### src/rtl/apb_master_arb.sv
// Two-requester APB master: round-robin arbitration, SETUP/ACCESS sequencing,
// per-requester completion pulses and a PREADY timeout so a stuck slave cannot hang the bus.
module apb_master_arb #(
    parameter int AWIDTH  = 4,
    parameter int DWIDTH  = 8,
    parameter int TIMEOUT = 15
) (
    input  logic                  PCLK,
    input  logic                  PRESET,
    input  logic [1:0]            req_valid,
    input  logic [1:0]            req_write,
    input  logic [2*AWIDTH-1:0]   req_addr,
    input  logic [2*DWIDTH-1:0]   req_wdata,
    output logic [1:0]            req_ack,
    output logic [1:0]            rsp_valid,
    output logic [DWIDTH-1:0]     rsp_rdata,
    output logic                  rsp_err,
    output logic                  PSEL,
    output logic                  PENABLE,
    output logic                  PWRITE,
    output logic [AWIDTH-1:0]     PADDR,
    output logic [DWIDTH-1:0]     PWDATA,
    input  logic [DWIDTH-1:0]     PRDATA,
    input  logic                  PREADY,
    input  logic                  PSLVERR
);

    localparam int              CW        = $clog2(TIMEOUT + 1);
    localparam logic [CW-1:0]   CNT_LIMIT = CW'(TIMEOUT - 1);

    typedef enum logic [1:0] {
        ST_IDLE,
        ST_SETUP,
        ST_ACCESS
    } state_t;

    state_t              r_state,       w_state_nxt;
    logic [CW-1:0]       r_cnt,         w_cnt_nxt;
    logic                r_last_grant,  w_last_grant_nxt;
    logic                r_grant,       w_grant_nxt;
    logic                r_psel,        w_psel_nxt;
    logic                r_penable,     w_penable_nxt;
    logic                r_pwrite,      w_pwrite_nxt;
    logic [AWIDTH-1:0]   r_paddr,       w_paddr_nxt;
    logic [DWIDTH-1:0]   r_pwdata,      w_pwdata_nxt;
    logic [1:0]          r_ack,         w_ack_nxt;
    logic [1:0]          r_rsp_valid,   w_rsp_valid_nxt;
    logic [DWIDTH-1:0]   r_rsp_rdata,   w_rsp_rdata_nxt;
    logic                r_rsp_err,     w_rsp_err_nxt;

    logic                w_pick;
    logic [1:0]          w_owner_onehot;

    // On a tie the requester that did not win last time gets the bus.
    assign w_pick         = (req_valid == 2'b11) ? ~r_last_grant : req_valid[1];
    assign w_owner_onehot = r_grant ? 2'b10 : 2'b01;

    // NOTE: every next-value is given a default before the case so no latch is inferred.
    always_comb begin
        w_state_nxt      = r_state;
        w_cnt_nxt        = r_cnt;
        w_last_grant_nxt = r_last_grant;
        w_grant_nxt      = r_grant;
        w_psel_nxt       = r_psel;
        w_penable_nxt    = r_penable;
        w_pwrite_nxt     = r_pwrite;
        w_paddr_nxt      = r_paddr;
        w_pwdata_nxt     = r_pwdata;
        w_ack_nxt        = 2'b00;
        w_rsp_valid_nxt  = 2'b00;
        w_rsp_rdata_nxt  = r_rsp_rdata;
        w_rsp_err_nxt    = r_rsp_err;

        case (r_state)
            ST_IDLE: begin
                w_psel_nxt    = 1'b0;
                w_penable_nxt = 1'b0;
                if (|req_valid) begin
                    w_grant_nxt      = w_pick;
                    w_last_grant_nxt = w_pick;
                    w_pwrite_nxt     = w_pick ? req_write[1] : req_write[0];
                    w_paddr_nxt      = w_pick ? req_addr[AWIDTH +: AWIDTH]
                                              : req_addr[0 +: AWIDTH];
                    w_pwdata_nxt     = w_pick ? req_wdata[DWIDTH +: DWIDTH]
                                              : req_wdata[0 +: DWIDTH];
                    w_psel_nxt       = 1'b1;
                    w_ack_nxt        = w_pick ? 2'b10 : 2'b01;
                    w_state_nxt      = ST_SETUP;
                end
            end

            ST_SETUP: begin
                w_psel_nxt    = 1'b1;
                w_penable_nxt = 1'b1;
                w_cnt_nxt     = '0;
                w_state_nxt   = ST_ACCESS;
            end

            ST_ACCESS: begin
                // PREADY is checked first so a completion on the last allowed cycle is not aborted.
                if (PREADY) begin
                    w_psel_nxt      = 1'b0;
                    w_penable_nxt   = 1'b0;
                    w_rsp_valid_nxt = w_owner_onehot;
                    w_rsp_err_nxt   = PSLVERR;
                    w_rsp_rdata_nxt = (!r_pwrite && !PSLVERR) ? PRDATA : '0;
                    w_state_nxt     = ST_IDLE;
                end else if (r_cnt == CNT_LIMIT) begin
                    w_psel_nxt      = 1'b0;
                    w_penable_nxt   = 1'b0;
                    w_rsp_valid_nxt = w_owner_onehot;
                    w_rsp_err_nxt   = 1'b1;
                    w_rsp_rdata_nxt = '0;
                    w_state_nxt     = ST_IDLE;
                end else begin
                    w_cnt_nxt = r_cnt + CW'(1);
                end
            end

            default: begin
                w_psel_nxt    = 1'b0;
                w_penable_nxt = 1'b0;
                w_state_nxt   = ST_IDLE;
            end
        endcase
    end

    // NOTE: sequential state uses non-blocking assignments so all registers update together.
    always_ff @(posedge PCLK) begin
        if (PRESET) begin
            r_state      <= ST_IDLE;
            r_cnt        <= '0;
            r_last_grant <= 1'b1;
            r_grant      <= 1'b0;
            r_psel       <= 1'b0;
            r_penable    <= 1'b0;
            r_pwrite     <= 1'b0;
            r_paddr      <= '0;
            r_pwdata     <= '0;
            r_ack        <= 2'b00;
            r_rsp_valid  <= 2'b00;
            r_rsp_rdata  <= '0;
            r_rsp_err    <= 1'b0;
        end else begin
            r_state      <= w_state_nxt;
            r_cnt        <= w_cnt_nxt;
            r_last_grant <= w_last_grant_nxt;
            r_grant      <= w_grant_nxt;
            r_psel       <= w_psel_nxt;
            r_penable    <= w_penable_nxt;
            r_pwrite     <= w_pwrite_nxt;
            r_paddr      <= w_paddr_nxt;
            r_pwdata     <= w_pwdata_nxt;
            r_ack        <= w_ack_nxt;
            r_rsp_valid  <= w_rsp_valid_nxt;
            r_rsp_rdata  <= w_rsp_rdata_nxt;
            r_rsp_err    <= w_rsp_err_nxt;
        end
    end

    assign PSEL      = r_psel;
    assign PENABLE   = r_penable;
    assign PWRITE    = r_pwrite;
    assign PADDR     = r_paddr;
    assign PWDATA    = r_pwdata;
    assign req_ack   = r_ack;
    assign rsp_valid = r_rsp_valid;
    assign rsp_rdata = r_rsp_rdata;
    assign rsp_err   = r_rsp_err;

endmodule

### config.mk
export PLATFORM = sky130hd
export DESIGN_NAME = apb_master_arb
export DESIGN_NICKNAME = d
export VERILOG_FILES = /design/src/rtl/apb_master_arb.sv
export SDC_FILE = /design/constraint.sdc
export NUM_CORES = 1
export LEC_CHECK = 0
export CAP_MARGIN = 20
export CORE_ASPECT_RATIO = 1.5
export CORE_MARGIN = 3
export CORE_UTILIZATION = 50
export DETAILED_ROUTE_END_ITERATION = 16
export DONT_BUFFER_PORTS = 1
export PLACE_DENSITY = 0.67
export SYNTH_ARGS = -nofsm -noshare
export SYNTH_HDL_FRONTEND = slang
export SYNTH_SLANG_ARGS = --single-unit
### constraint.sdc
create_clock -name PCLK -period 1.66 [get_ports PCLK]
set_input_delay 0.166 -clock PCLK [delete_from_list [all_inputs] [get_ports PCLK]]
set_output_delay 0.166 -clock PCLK [all_outputs]
set_load 0.02 [all_outputs]
# Yosys cells after proc, flatten, opt, wreduce, memory -nomap -nowiden
# Index checks and enable logic that the tools add are counted.
[totals] ff_bits=36 word_cells=64 output_inout_bits=28 in_bits=40
[op_classes] n_eq_ne=8 addsub=1 n_reduce_logical=13 bitwise_logic=4 mux=25
[op_table] op="8-bit 2-to-1 mux" count=4
[op_table] op="2-bit 2-to-1 mux" count=7
[op_table] op="4-bit 2-to-1 mux" count=3
[op_table] op="4-bit one-hot mux with 2 select lines" count=1
[op_table] op="1-bit 2-to-1 mux" count=7
[op_table] op="2-bit != test (second input constant)" count=3
[op_table] op="2-bit one-hot mux with 3 select lines" count=1
[op_table] op="2-bit AND reduction" count=3
[op_table] op="4-bit by 1-bit adder with 4-bit output (second input constant)" count=1
[op_table] op="2-bit == test (second input constant)" count=2
[op_table] op="4-bit == test (second input constant)" count=1
[op_table] op="1-bit inverter" count=4
[op_table] op="2-bit nonzero test" count=2
[op_table] op="2-bit OR reduction" count=2
[op_table] op="3-bit != test (second input constant)" count=1
[op_table] op="1-bit one-hot mux with 3 select lines" count=1
[op_table] op="3-bit AND reduction" count=1
[op_table] op="3-bit OR reduction" count=1
[op_table] op="2-bit by 1-bit == test with 1-bit output (second input constant)" count=1
[op_table] op="1-bit logical NOT" count=2
[op_table] op="2-bit logical NOT" count=1
[op_table] op="1-bit one-hot mux with 2 select lines" count=1
[op_table] op="1-bit logical AND" count=1

# Logic depth before layout (Yosys ltp)
[logic_depth] word_depth=4 mapped_depth=6 mapped_depth_nobuf=5

# Worst setup path before layout
# OpenSTA, ideal clock, no wires.
[synth_path] kind="register -> register" start="register r_cnt[0]" end="register r_cnt[1]" setup_time_ns=0.132 slack_ns=0.231 path_buffers=1 t_required_ns=1.528 t_arrival_ns=1.297 period_less_slack_ns=1.429 stages_incl_launch_ff=7 cell_sequence="dfxtp_1 -> inv_1 -> ha_1 -> a31o_2 -> clkbuf_1 -> o211ai_1 -> a21oi_1"
[synth_between] elab_chain_len=4 elab_cells_between_ends=7 classes_between="add/sub (1); eq/ne (2); mux (3); reduce/logical (1)"
[synth_lines] item="from (decl)" line="38" text="logic [CW-1:0] r_cnt, w_cnt_nxt;"
[synth_lines] item="from (signal assigned)" line="146" text="r_cnt <= w_cnt_nxt;"
[synth_lines] item="4-bit by 1-bit adder with 4-bit output" line="116" text="w_cnt_nxt = r_cnt + CW'(1);"
[synth_lines] item="4-bit 2-to-1 mux" line="108" text="end else if (r_cnt == CNT_LIMIT) begin"
[synth_lines] item="4-bit 2-to-1 mux" line="101" text="if (PREADY) begin"
[synth_lines] item="4-bit one-hot mux with 2 select lines" line="74" text="case (r_state)"
# Several ways; a longest one is shown, not always the timed one. The select of a mux whose other input is x is not followed.
# A chain may end at the register's enable or synchronous reset.

# Worst setup path in the final report
# Same ends and word-level chain as after synthesis.

==> impl_metrics.env <==
export IMPL_status="finished, final reports clean"
export IMPL_synth_distinct_cells=37
export IMPL_grt_pass1_vias=1299
export IMPL_ios=68
export IMPL_drt_wl_total_mm=3.61
export IMPL_dp_hpwl_mm=2.55
export IMPL_setup_tns_ps=0
export IMPL_postRouteAntennaNets=0
export IMPL_chipWidth_um=51.6
export IMPL_m1WireLength_mm=1.30
export IMPL_crit_type="reg2reg"
export IMPL_max_stage_delay_ps=370
export IMPL_portBuffers=0
export IMPL_postSynthAreaPerCell_um2=9.46
export IMPL_route_met2_wl_mm=1.98
export IMPL_place_ws_ps=57.7
export IMPL_hold_path_endpoint="rsp_rdata[0]"
export IMPL_finalSetupViolCount=0
export IMPL_drc=0
export IMPL_r2r_start="r_cnt[0]"
export IMPL_cts_path_max_buffers=2
export IMPL_postLayoutCoreUtil_pct=58.5
export IMPL_cts_tree="yes"
export IMPL_routed_top_layer="met4"
export IMPL_slew_violations=0
export IMPL_path_cells="inv_1, ha_1, a31o_2, or3_1, a21oi_1"
export IMPL_ctsHtreeMaxLevel=2
export IMPL_grt_remaining_overflow=0
export IMPL_synthesis_nets=207
export IMPL_drt_pass1_iterations=4
export IMPL_die_h_um=74.4
export IMPL_crit_fanout=13
export IMPL_most_common_layout_cells="36 x dfxtp_1, 20 x a21oi_1, 14 x mux2i_1"
export IMPL_place_congestion=0.810
export IMPL_drt_iter0_markers=20
export IMPL_ys_seq_area_share_pct=46.2
export IMPL_avgViaCountPerCell=6.16
export IMPL_rr_endpoint="r_cnt[1]"
export IMPL_syn_cell_area_um2=1560
export IMPL_antenna_cells=0
export IMPL_reg2reg_slack_ps=70
export IMPL_ys_warn_count=0
export IMPL_grt_use_total_pct=19.3
export IMPL_area_growth_pct=10.3
export IMPL_hold_start="PRDATA[0]"
export IMPL_vias=1276
export IMPL_synth_ff_latch_count=36
export IMPL_p_per_area_nw_per_um2=1100
export IMPL_final_hold_viol_count=0
export IMPL_worst_ir_drop_vdd_v=0.00103
export IMPL_maxCapViolCount=0
export IMPL_whs_path_depth=2
export IMPL_finalPower_uw=1900
export IMPL_clock_sinks=36
export IMPL_worst_pin_slew_ps=959
export IMPL_worstPathArrival_ps=1800
export IMPL_fin_crit_sh_pct=95.8
export IMPL_hp_class="in2reg"
export IMPL_dr_wl_met3_um=298
export IMPL_final_cell_area_um2=1720
export IMPL_cp_required_ps=1870
export IMPL_fin_skew_ps=2.57
export IMPL_detail_route_wl_per_cell_um=17.4
export IMPL_critPathLaunchType="flop"
export IMPL_core_rowCount=24
export IMPL_rsz0062_at_grt="no"
export IMPL_synthCells=165
export IMPL_synth_edf_count=0
export IMPL_synth_flop_cell="dfxtp_1"
export IMPL_max_freq_ghz=0.629
export IMPL_cts_root_buffer="clkbuf_8"
export IMPL_r2r_worst_path_cells=5
export IMPL_fin_ws_ps=70.3
export IMPL_dpl_instance_area_um2=1590
export IMPL_cp_slowest_cell="dfxtp_1"
export IMPL_post_route_cells_drive_above_1_share_pct=10.1
export IMPL_endpoint_kind="flop"
export IMPL_async_flop_share_pct=0
export IMPL_grt_max_degree=27
export IMPL_p_leak_uw=0.000606
export IMPL_numCtsBuffers=5
export IMPL_die_area_um2=3840
export IMPL_start_util_pct=53.0
export IMPL_clkTransAtPathRegs_ps=70
export IMPL_fin_crit_ps=1590
export IMPL_core_um2=2940
export IMPL_grt_pass1_wl_mm=5.54
export IMPL_finalNetCount=209
export IMPL_max_slew_margin_pct=35.9
export IMPL_antenna_found_initial=0
export IMPL_clkLatencyLatePin_ps=280
export IMPL_layout_commonest_cell="dfxtp_1"
power by group:
part / switching, uW / total [uW] / internal [uW]
Sequential: 108 / 1030 / 925
Clock: 287 / 625 / 338
Combinational: 132 / 239 / 107
Total: 527 / 1900 / 1370
per-stage QoR:
stage	hold slack (ps)	cells
6_report	27.1	207
5_1_grt	19.8	207
4_1_cts	17.5	207
3_5_place_dp	241	196
3_3_place_gp	240	196
2_1_floorplan	276	165
logic make-up after synthesis:
kind of cell | synth area share [%]
AOI/OAI and AO/OA | 21.1
adders and majority gates | 1.60
DFF | 46.2
and+or+nand+nor | 17.4
buffers and inverters | 4.73
muxes | 8.98
Yosys cell counts (2+ instances only):
cell type	number	area share, %
clkbuf_1	5	1.2
buf_2	5	1.6
nand2b_1	9	3.6
buf_4	2	0.96
dfxtp_1	36	46
o211ai_1	3	1.4
o21ai_0	8	2.6
buf_1	2	0.48
nand2_1	4	0.96
nand3_1	5	1.6
mux2i_1	14	9.0
a21oi_1	20	6.4
nand4_1	9	3.6
ha_1	2	1.6
nor2_1	4	0.96
nor3_1	2	0.64
inv_1	2	0.48
a211oi_1	13	6.3
nor2b_1	2	0.80
per-layer routing:
layer	global-route usage [%]	vias to the layer above
met2	35.0	52
met4	8.45	0
met5	0	-
met3	8.42	2
li1	-	616
met1	18.7	606
registers in the layout, indices dropped and copies added (netlist names):
register and count:
r_grant 1, r_state 2, req_ack 2, PENABLE 1, r_cnt 4, PWRITE 1
PWDATA 8, rsp_rdata 8, rsp_valid 2, PADDR 4, rsp_err 1, PSEL 1
r_last_grant 1
cell type report:
| cell class | instances | area [um^2] |
|---|---|---|
| multi-input cells | 113 | 778 |
| well taps | 39 | 48.8 |
| inverters | 2 | 7.51 |
| flip-flops and latches | 36 | 721 |
| clock buffers | 8 | 90.1 |
| fillers | 295 | 1220 |
| repair buffers | 9 | 75.1 |
worst max path at each step:
stage                        start      endpoint  slack, ps
after detailed placement  r_cnt[0]  rsp_rdata[2]         60
after floorplan           r_cnt[0]      r_cnt[1]        230
final                     r_cnt[0]      r_cnt[1]         70
after CTS                 r_cnt[0]  rsp_rdata[2]         40
after global routing      r_cnt[0]      r_cnt[1]          9
after global placement    r_cnt[0]      r_cnt[1]        220
worst max-delay path, delay by kind of cell (launching register included):
kind            cells  cell delay, ps
buf+inv             1              90
simple gates        1             330
fa+ha+maj           1             250
flops               1             370
compound gates      2             470
timing repair:
action,4_1_cts,5_1_grt
endpoints found under the hold margin,26,0
setup endpoints to repair,0,7
buffers inserted,0,0
hold buffers,3,0
resized for setup,0,1
Note: power is estimated with default switching activity, not from simulation.
